## src/rtl/onehot_rr_arbiter.sv

```systemverilog
// onehot_rr_arbiter: 8-way round-robin arbiter, registered one-hot grant.
// Define ARB_HOLD_TIMEOUT_EN to force-revoke grants held for MAX_HOLD cycles.

module onehot_rr_arbiter #(
  parameter int unsigned MAX_HOLD = 16
) (
  input  logic       clk,
  input  logic       rst,
  input  logic [7:0] req,
  input  logic       done,
  output logic [7:0] gnt,
  output logic [2:0] gnt_idx,
  output logic       gnt_valid,
  output logic       timeout
);

  if (MAX_HOLD < 2 || MAX_HOLD > 255) begin : g_bad_hold
    $error("MAX_HOLD must be in 2..255");
  end

  typedef enum logic {
    IDLE  = 1'b0,
    GRANT = 1'b1
  } state_t;

  state_t     state_q, state_d;
  logic [2:0] ptr_q, ptr_d;
  logic [7:0] gnt_q, gnt_d;
  logic [2:0] idx_q, idx_d;
  logic       vld_q, vld_d;
  logic       tmo_q, tmo_d;

  logic       pick_ok;
  logic [2:0] pick_idx;
  logic [2:0] cand;
  logic       tmo_hit;
  logic       rel;

  // First requester at or after ptr, wrapping mod 8
  always_comb begin
    pick_ok  = 1'b0;
    pick_idx = 3'd0;
    cand     = 3'd0;
    for (int i = 0; i < 8; i++) begin
      cand = ptr_q + 3'(i);
      if (!pick_ok && req[cand]) begin
        pick_ok  = 1'b1;
        pick_idx = cand;
      end
    end
  end

`ifdef ARB_HOLD_TIMEOUT_EN
  logic [7:0] cnt_q, cnt_d;

  // Revoke only when nothing else releases; done wins over timeout
  assign tmo_hit = (cnt_q == 8'(MAX_HOLD - 1)) && !done && req[idx_q];

  always_comb begin
    cnt_d = 8'd0;
    if (state_q == GRANT) begin
      cnt_d = cnt_q + 8'd1;
    end
  end

  always_ff @(posedge clk or posedge rst) begin
    if (rst) begin
      cnt_q <= 8'd0;
    end else begin
      cnt_q <= cnt_d;
    end
  end
`else
  assign tmo_hit = 1'b0;
`endif

  assign rel = done | ~req[idx_q] | tmo_hit;

  always_ff @(posedge clk or posedge rst) begin
    if (rst) begin
      state_q <= IDLE;
      ptr_q   <= 3'd0;
      gnt_q   <= 8'd0;
      idx_q   <= 3'd0;
      vld_q   <= 1'b0;
      tmo_q   <= 1'b0;
    end else begin
      state_q <= state_d;
      ptr_q   <= ptr_d;
      gnt_q   <= gnt_d;
      idx_q   <= idx_d;
      vld_q   <= vld_d;
      tmo_q   <= tmo_d;
    end
  end

  always_comb begin
    state_d = state_q;
    ptr_d   = ptr_q;
    unique case (state_q)
      IDLE: begin
        if (pick_ok) begin
          state_d = GRANT;
        end
      end
      GRANT: begin
        if (rel) begin
          state_d = IDLE;
          ptr_d   = idx_q + 3'd1;
        end
      end
      default: state_d = IDLE;
    endcase
  end

  always_comb begin
    gnt_d = gnt_q;
    idx_d = idx_q;
    vld_d = vld_q;
    tmo_d = 1'b0;
    unique case (state_q)
      IDLE: begin
        gnt_d = 8'd0;
        idx_d = 3'd0;
        vld_d = 1'b0;
        if (pick_ok) begin
          gnt_d = 8'd1 << pick_idx;
          idx_d = pick_idx;
          vld_d = 1'b1;
        end
      end
      GRANT: begin
        if (rel) begin
          gnt_d = 8'd0;
          idx_d = 3'd0;
          vld_d = 1'b0;
          tmo_d = tmo_hit;
        end
      end
      default: begin
        gnt_d = 8'd0;
        idx_d = 3'd0;
        vld_d = 1'b0;
      end
    endcase
  end

  assign gnt       = gnt_q;
  assign gnt_idx   = idx_q;
  assign gnt_valid = vld_q;
  assign timeout   = tmo_q;

endmodule

```

## config.mk

```make
export PLATFORM = sky130hd
export DESIGN_NAME = onehot_rr_arbiter
export DESIGN_NICKNAME = d
export VERILOG_FILES = /design/src/rtl/onehot_rr_arbiter.sv
export SDC_FILE = /design/constraint.sdc
export NUM_CORES = 1
export LEC_CHECK = 0
export ABC_AREA = 1
export CORE_MARGIN = 1
export CORE_UTILIZATION = 45
export DETAILED_ROUTE_END_ITERATION = 10
export PLACE_DENSITY_LB_ADDON = 0.08
export SYNTH_ARGS = -nofsm -noshare
export SYNTH_HDL_FRONTEND = slang
export SYNTH_SLANG_ARGS = --single-unit
```

## constraint.sdc

```tcl
create_clock -name clk -period 4.2 [get_ports clk]
set_input_delay 0.42 -clock clk [delete_from_list [all_inputs] [get_ports clk]]
set_output_delay 0.42 -clock clk [all_outputs]
set_load 0.02 [all_outputs]
```

Word level (Yosys, flattened, before mapping)

Index checks and enable logic that the tools add are counted.

Output and inout port bits: 13
Input port bits: 11
Bits in registers: 16
Word-level logic and storage cells: 87

Shift operators: 1
$lt $le $gt $ge: 9
Equal/unequal tests: 1
Add/sub/neg operators: 8
Bitwise logic cells: 3
Muxes and demuxes: 45
Reduce and logical (&&, ||, !) cells: 15

Operator list:

| kind                  | number |
|---|---|
| $lt A3 B4 Y1 const B  | 9 |
| $mux W3               | 10 |
| $bmux W1 S3           | 9 |
| $mux W1               | 20 |
| $mux W8               | 2 |
| $pmux W8 S2           | 1 |
| $add A3 B3 Y3 const B | 4 |
| $shl A1 B3 Y8 const A | 1 |
| $logic_and A1 B1 Y1   | 7 |
| $logic_not A1 Y1      | 7 |
| $add A3 B1 Y3 const B | 2 |
| $add A3 B2 Y3 const B | 2 |
| $pmux W3 S2           | 1 |
| $pmux W1 S2           | 2 |
| $ne A2 B1 Y1 const B  | 1 |
| $not A1 Y1            | 2 |
| $reduce_and A2 Y1     | 1 |
| $or A1 B1 Y1          | 1 |

Depth between registers and ports, before layout

Gate-level depths: netlist of run 1.

Word-level depth: 27
Gate-level depth with buffers: 21
Depth with buffers taken out: 19

Worst setup path after synthesis of run 1

No wires, ideal clock.

Kind: reg-to-reg
Start point: register ptr_q[0]
End point: register gnt_q[4] (netlist: gnt[4])
Path buffers: 2
Path slack: 1.821 ns
Library setup time: 0.116 ns
Required time: 4.084 ns
Period minus slack after synthesis: 2.379 ns
Data arrival time: 2.262 ns
Cell stages (with the launch flop): 19
Path through: dfrtp_1 -> buf_6 -> inv_4 -> buf_8 -> ha_1 -> inv_1 -> nand3_2 -> nand3_1 -> nand2_2 -> nor2_4 -> nand4_2 -> nor2_2 -> nand3_1 -> nand2_1 -> nand2_1 -> nand2_2 -> inv_2 -> nand2_1 -> nand2_1

Longest elaborated chain between the ends: 27
Elaborated cells on any way between the ends: 56
Those cells by class: add/sub (7); shift (1); mux (34); reduce/logical (14)

Ends and longest elaborated chain:

| item                                                                   | line | RTL |
|---|---|---|
| from (decl)                                                            | 27   | `logic [2:0] ptr_q, ptr_d;` |
| from (signal assigned)                                                 | 89   | `ptr_q <= ptr_d;` |
| parallel branches: the longest is 25 deep, another holds $add A3 B1 Y3 | --   |  |
| $mux W8 *                                                              | 126  | `if (pick_ok) begin` |
| $pmux W8 S2 *                                                          | 121  | `unique case (state_q)` |
| to (signal assigned)                                                   | 90   | `gnt_q <= gnt_d;` |
| to (decl)                                                              | 28   | `logic [7:0] gnt_q, gnt_d;` |

Every way passes the cells marked *. The select of a mux whose other input is x is not followed.
A chain may end at the register's enable or synchronous reset.

Worst setup path after layout of run 1

Start point: register ptr_q[1]
End point: register gnt_q[5] (netlist: gnt[5])

Same word-level chain as after synthesis.

==> flow_summary.ini, run 1 <==
[run_status]
run_status = finished clean

[placed_design]
portBuffers = 22
dp_hpwl_um = 2980
gp_congestion = 0.926

[global_route]
grt_pass1_wl_um = 5980
grt_max_degree = 17
grt_pass1_vias = 1342
grt_overflow_total = 0
use_met3 = 0.0235
grt_use_met1 = 0.285
antenna_found_initial = 0
top_usage_layer = met2
grtUsageMet2 = 0.378
grtUsageTotal = 0.222

[layout]
antennaDiodeCount = 0
syn_to_final_growth_pct = 16.6
seq_area_um2 = 400
fillers = 322
layout-drive-gt1-share = 0.178
multi_input_area_um2 = 973
final_nets = 262

[routing]
drt-pass1-iter-count = 4
num_vias = 1450
wirelength_um = 3660
vias_per_cell = 4.98
dr.first_iter.drc_count = 95
remaining_drc_errors = 0
drt-wirelength-per-cell_um = 12.6
ant_nets = 0

[synth]
synth_seq_cells = 16
synth_nets = 241
ys_warn_count = 0
avgSynthCellArea_um2 = 6.79
syn_area_um2 = 1540
yosysTopAreaCellShare = 0.260
synth_cell_type_count = 33
synth_top_area_cell = dfrtp_1
postSynthCellCount = 227
synthTopCellsByArea = dfrtp_1, nand2_1, nand3_1
ys_seq_area_frac = 0.260

[worst_setup_path]
crit_path_start_kind = flop
path_class = reg2reg
required_ns = 4.40
cp-endpoint = gnt[5]
ff2ff_setup_slack_ns = 1.37
critPathCaptureType = flop
cp_max_fo = 10
crit-reg2reg-capture = gnt[5]
reg2regPathDepth = 16
critPathArrivalTime_ns = 3.03
cp-startpoint = ptr_q[1]
r2r_start = ptr_q[1]

[timing]
rsz0062_at_grt = no
fin_tns_setup_ns = 0
relSlewSlack = 0.586
clock_skew_ns = 0.00699
hold_viol = 0
setup_viol = 0
finalCriticalPeriod_ns = 2.83
slew_violations = 0
fin_crit_sh = 0.674
fmax_mhz = 353
tightest_slew_ns = 0.620

[clock_tree]
post_cts_buffers = 0
root_buffer = clkbuf_4
htree_levels = 1
post_cts_resized = 0
insertion_delay_ns = 0.29
numCtsBuffers = 3
cts_tree = built
cts-hold-fix-buffers = 0
ctsLongestPathBuffers = 2
clock_sinks = 16
clkSlewWorstSetupHoldPaths_ns = 0.10

[hold_path]
min_path_type = in2async

[floorplan]
io-pin-count = 24
start_util = 0.489
core_um2 = 3150
row_count = 20
die_x_um = 60.5
dieArea_um2 = 3660
die_h_um = 60.5

[job]
maxCapViolCount = 0
-- cell type report --
cell class	instances	area share
tap	44	0.0306
timing repair buffer	22	0.123
clock buffer	4	0.0202
sequential	16	0.223
inverter	29	0.0620
multi-input combinational	176	0.542
-- flip-flops by register name (all words and copies together), names as in the netlist --
| register | cells |
|---|---|
| ptr_q | 3 |
| gnt_valid | 1 |
| gnt | 8 |
| gnt_idx | 3 |
| state_q | 1 |
-- worst min-delay path by stage --
| stage | start | cells past startpoint | endpoint |
|---|---|---|---|
| floorplan | rst | 1 | gnt[0] |
| global placement | gnt[4] | 2 | gnt[4] |
| detailed placement | gnt_valid | 2 | gnt_valid |
| CTS | gnt[1] | 2 | gnt[1] |
| global route | gnt[4] | 2 | gnt[4] |
| finish | rst | 2 | gnt[5] |
-- synth_stat cells --
library cell and count:
nand2_1 66, nand3_1 24, inv_1 22, nor2_1 20
dfrtp_1 16, nand3_2 12, nand2_2 9, o21ai_0 8
inv_2 6, o21bai_1 5, nand4_1 4, ha_1 3
nand2_4 3, xnor2_1 3, a21oi_1 2, buf_4 2
buf_6 2, nor2_2 2, nor2_4 2, o21ai_2 2
xor2_1 2, buf_8 1, clkbuf_1 1, conb_1 1
inv_4 1, mux2i_1 1, nand3b_1 1, nand4_2 1
nor3_2 1, o221ai_1 1, o22ai_1 1, o32ai_1 1
or2_2 1
-- critical path, stage by stage (launching register included) --
cell	delay (ns)
dfrtp_1	0.56
inv_1	0.24
ha_1	0.41
inv_1	0.23
nand3_2	0.12
nand3_1	0.15
nand2_2	0.10
nor2_4	0.12
nand4_2	0.12
nor2_2	0.16
nand3_1	0.09
nand2_1	0.10
nand2_1	0.07
nand2_2	0.10
inv_2	0.04
nand2_1	0.06
nand2_1	0.05
-- placed cells by master (no fill, tap or decap) --
master           count
clkbuf_8             1
o32ai_1              1
o21ai_0              8
inv_2                6
ha_1                 3
inv_4                1
nand2_4              3
mux2i_1              1
nor2_2               2
nand2_1             66
a21oi_1              2
xor2_1               2
nand4_2              1
o21bai_1             5
nand4_1              4
or2_2                1
dfrtp_1             16
nor3_2               1
inv_1               22
conb_1               1
o22ai_1              1
o221ai_1             1
clkdlybuf4s50_1     22
nand3b_1             1
o21ai_2              2
nor2_1              20
nor2_4               2
nand3_1             24
xnor2_1              3
nand3_2             12
clkbuf_4             3
nand2_2              9
-- cells by family (layout without fill, tap and decap cells) --
kind of cell    after synthesis  in the layout  share of synthesized area
compound gates               20             20                     0.0836
xor+xnor                      5              5                     0.0284
fa+ha+maj                     3              3                     0.0244
buf+inv                      35             55                      0.109
flops                        16             16                      0.260
mux                           1              1                    0.00649
other cells                   1              1                    0.00243
simple gates                146            146                      0.486
-- per-layer routing --
layer | wire length [µm] | up-vias
met5 | 0 | -
met3 | 108 | 8
li1 | - | 765
met4 | 74 | 0
met1 | 1740 | 649
met2 | 1740 | 28
-- metrics by stage --
| stage | utilization | cell area [µm²] | instances | setup slack, ns | hold WS, ns |
|---|---|---|---|---|---|
| 6_report | 0.570 | 1800 | 291 | 1.37 | 0.491 |
| 5_1_grt | 0.570 | 1800 | 291 | 1.09 | 0.528 |
| 4_1_cts | 0.570 | 1800 | 291 | 1.36 | 0.499 |
| 3_5_place_dp | 0.558 | 1760 | 287 | 1.38 | 0.463 |
| 3_3_place_gp | 0.558 | 1760 | 287 | 1.44 | 0.471 |
| 2_1_floorplan | - | 1540 | 227 | 1.82 | 0.334 |
Power of run 1 is not shown: default switching activity piles up to over one toggle a cycle in this logic, so the estimate is an artifact.
==> inputs of run 2 (changes only) <==
Clock period 4.2 ns to 2.35 ns, I/O delays scaled along.
==> run 2 against run 1 <==
First-iteration DRC count down 22%; routed wire length increased by 2.3%; via count increased by 2.6%.
==> flow_summary.ini, run 2 (synthesis gave the netlist of run 1 again) <==
[clock_tree]
ctsLongestPathBuffers = 2
clock_sinks = 16
clkSlewWorstSetupHoldPaths_ns = 0.09
root_buffer = clkbuf_4
cts_tree = built
numCtsBuffers = 3
cts-hold-fix-buffers = 0
htree_levels = 1
insertion_delay_ns = 0.29

[job]
maxCapViolCount = 0

[layout]
largest_register_ffs = 8
layout_commonest_cell = nand2_1
stdcell_count = 299
antennaDiodeCount = 0
finalInstanceArea_um2 = 1960
multi_input_area_um2 = 1060
fillers = 304
layout-drive-gt1-share = 0.243
final_nets = 270
mostFrequentLayoutCells = nand2_1, nand3_1, clkdlybuf4s50_1, inv_1, nor2_1
seq_area_um2 = 402
syn_to_final_growth_pct = 27.4

[placed_design]
place_inst = 293
placed_area_um2 = 1810
gp_congestion = 0.926
portBuffers = 22
dp_hpwl_um = 2910
place_ws_ns = -0.0150

[worst_setup_path]
cp_max_fo = 10
crit-reg2reg-capture = gnt[2]
path_class = reg2reg
crit_path_start_kind = flop
reg2regPathDepth = 16
required_ns = 2.56
r2r_start = ptr_q[0]
critPathArrivalTime_ns = 2.40
cp-startpoint = ptr_q[0]
ff2ff_setup_slack_ns = 0.15
critPathCaptureType = flop

[run_status]
run_status = finished clean

[global_route]
grtUsageTotal = 0.225
grt_pass1_wl_um = 6190
grt_max_degree = 17
grt_pass1_vias = 1403
grt_overflow_total = 0
antenna_found_initial = 0

[floorplan]
core_um2 = 3150
io-pin-count = 24
dieArea_um2 = 3660
start_util = 0.489
die_h_um = 60.5
die_x_um = 60.5
row_count = 20

[timing]
fin_tns_setup_ns = 0
fmax_mhz = 455
clock_skew_ns = 0.00244
tightest_slew_ns = 0.594
slew_violations = 0
final.setup.worst_slack_ns = 0.154
setup_viol = 0
finalCriticalPeriod_ns = 2.20
relSlewSlack = 0.603
fin_crit_sh = 0.934
hold_viol = 0

[routing]
remaining_drc_errors = 0
vias_per_cell = 4.97
drt-pass1-iter-count = 4
num_vias = 1487
ant_nets = 0
wirelength_um = 3740
dr.first_iter.drc_count = 74
drt-wirelength-per-cell_um = 12.5

[hold_path]
min_path_type = in2async
[run 2: cell count changes in the layout (fill, tap and decap cells not counted), sizes merged]
cell  before  now
buf        0    8
[run 2: stage by stage]
stage | utilization | hold slack, ns
floorplan | - | 0.149
global placement | 0.573 | 0.466
detailed placement | 0.573 | 0.462
CTS | 0.589 | 0.320
global route | 0.623 | 0.375
finish | 0.623 | 0.306
[run 2: metal layers]
layer,global-route usage,up-vias,part of all wire
met5,0,-,0
met1,0.295,667,0.47
met2,0.389,24,0.49
met3,0.0192,8,0.026
met4,0.0779,0,0.016
li1,-,788,-
[run 2: layout make-up]
cell class | count | share of cell area
repair buffers | 30 | 0.149
clock buffers | 4 | 0.0185
flip-flops and latches | 16 | 0.205
inverters | 29 | 0.0580
well taps | 44 | 0.0280
multi-input cells | 176 | 0.542
[run 2: what timing repair did]
action / in CTS / in global routing
cloned: 0 / 0
gates resized for setup: 1 / 19
setup buffers: 1 / 1
endpoints found under the setup margin: 4 / 13
pin swaps: 0 / 3
[run 2: how the worst max path moves through the flow]
stage / to / slack [ns]
finish: gnt[2] / 0.15
global route: gnt[4] / -0.01
CTS: gnt[5] / 0.004
detailed placement: gnt[5] / -0.02
global placement: gnt[5] / 0.005
floorplan: gnt[4] / 0.03
[run 2: critical path, stage by stage (launching register included)]
cell and delay, ns:
dfrtp_1 0.43, buf_6 0.16, ha_4 0.19, xnor2_4 0.19, nand3_2 0.11, nand2_2 0.11, nor2_4 0.06, buf_4 0.13
nand4_1 0.05, nand2_1 0.06, nor2_1 0.08, nand2_1 0.05, nand2_1 0.05, nand2_1 0.09, inv_2 0.09, nand2_1 0.09
o21bai_1 0.17
Power of run 2 is left out for the same reason.
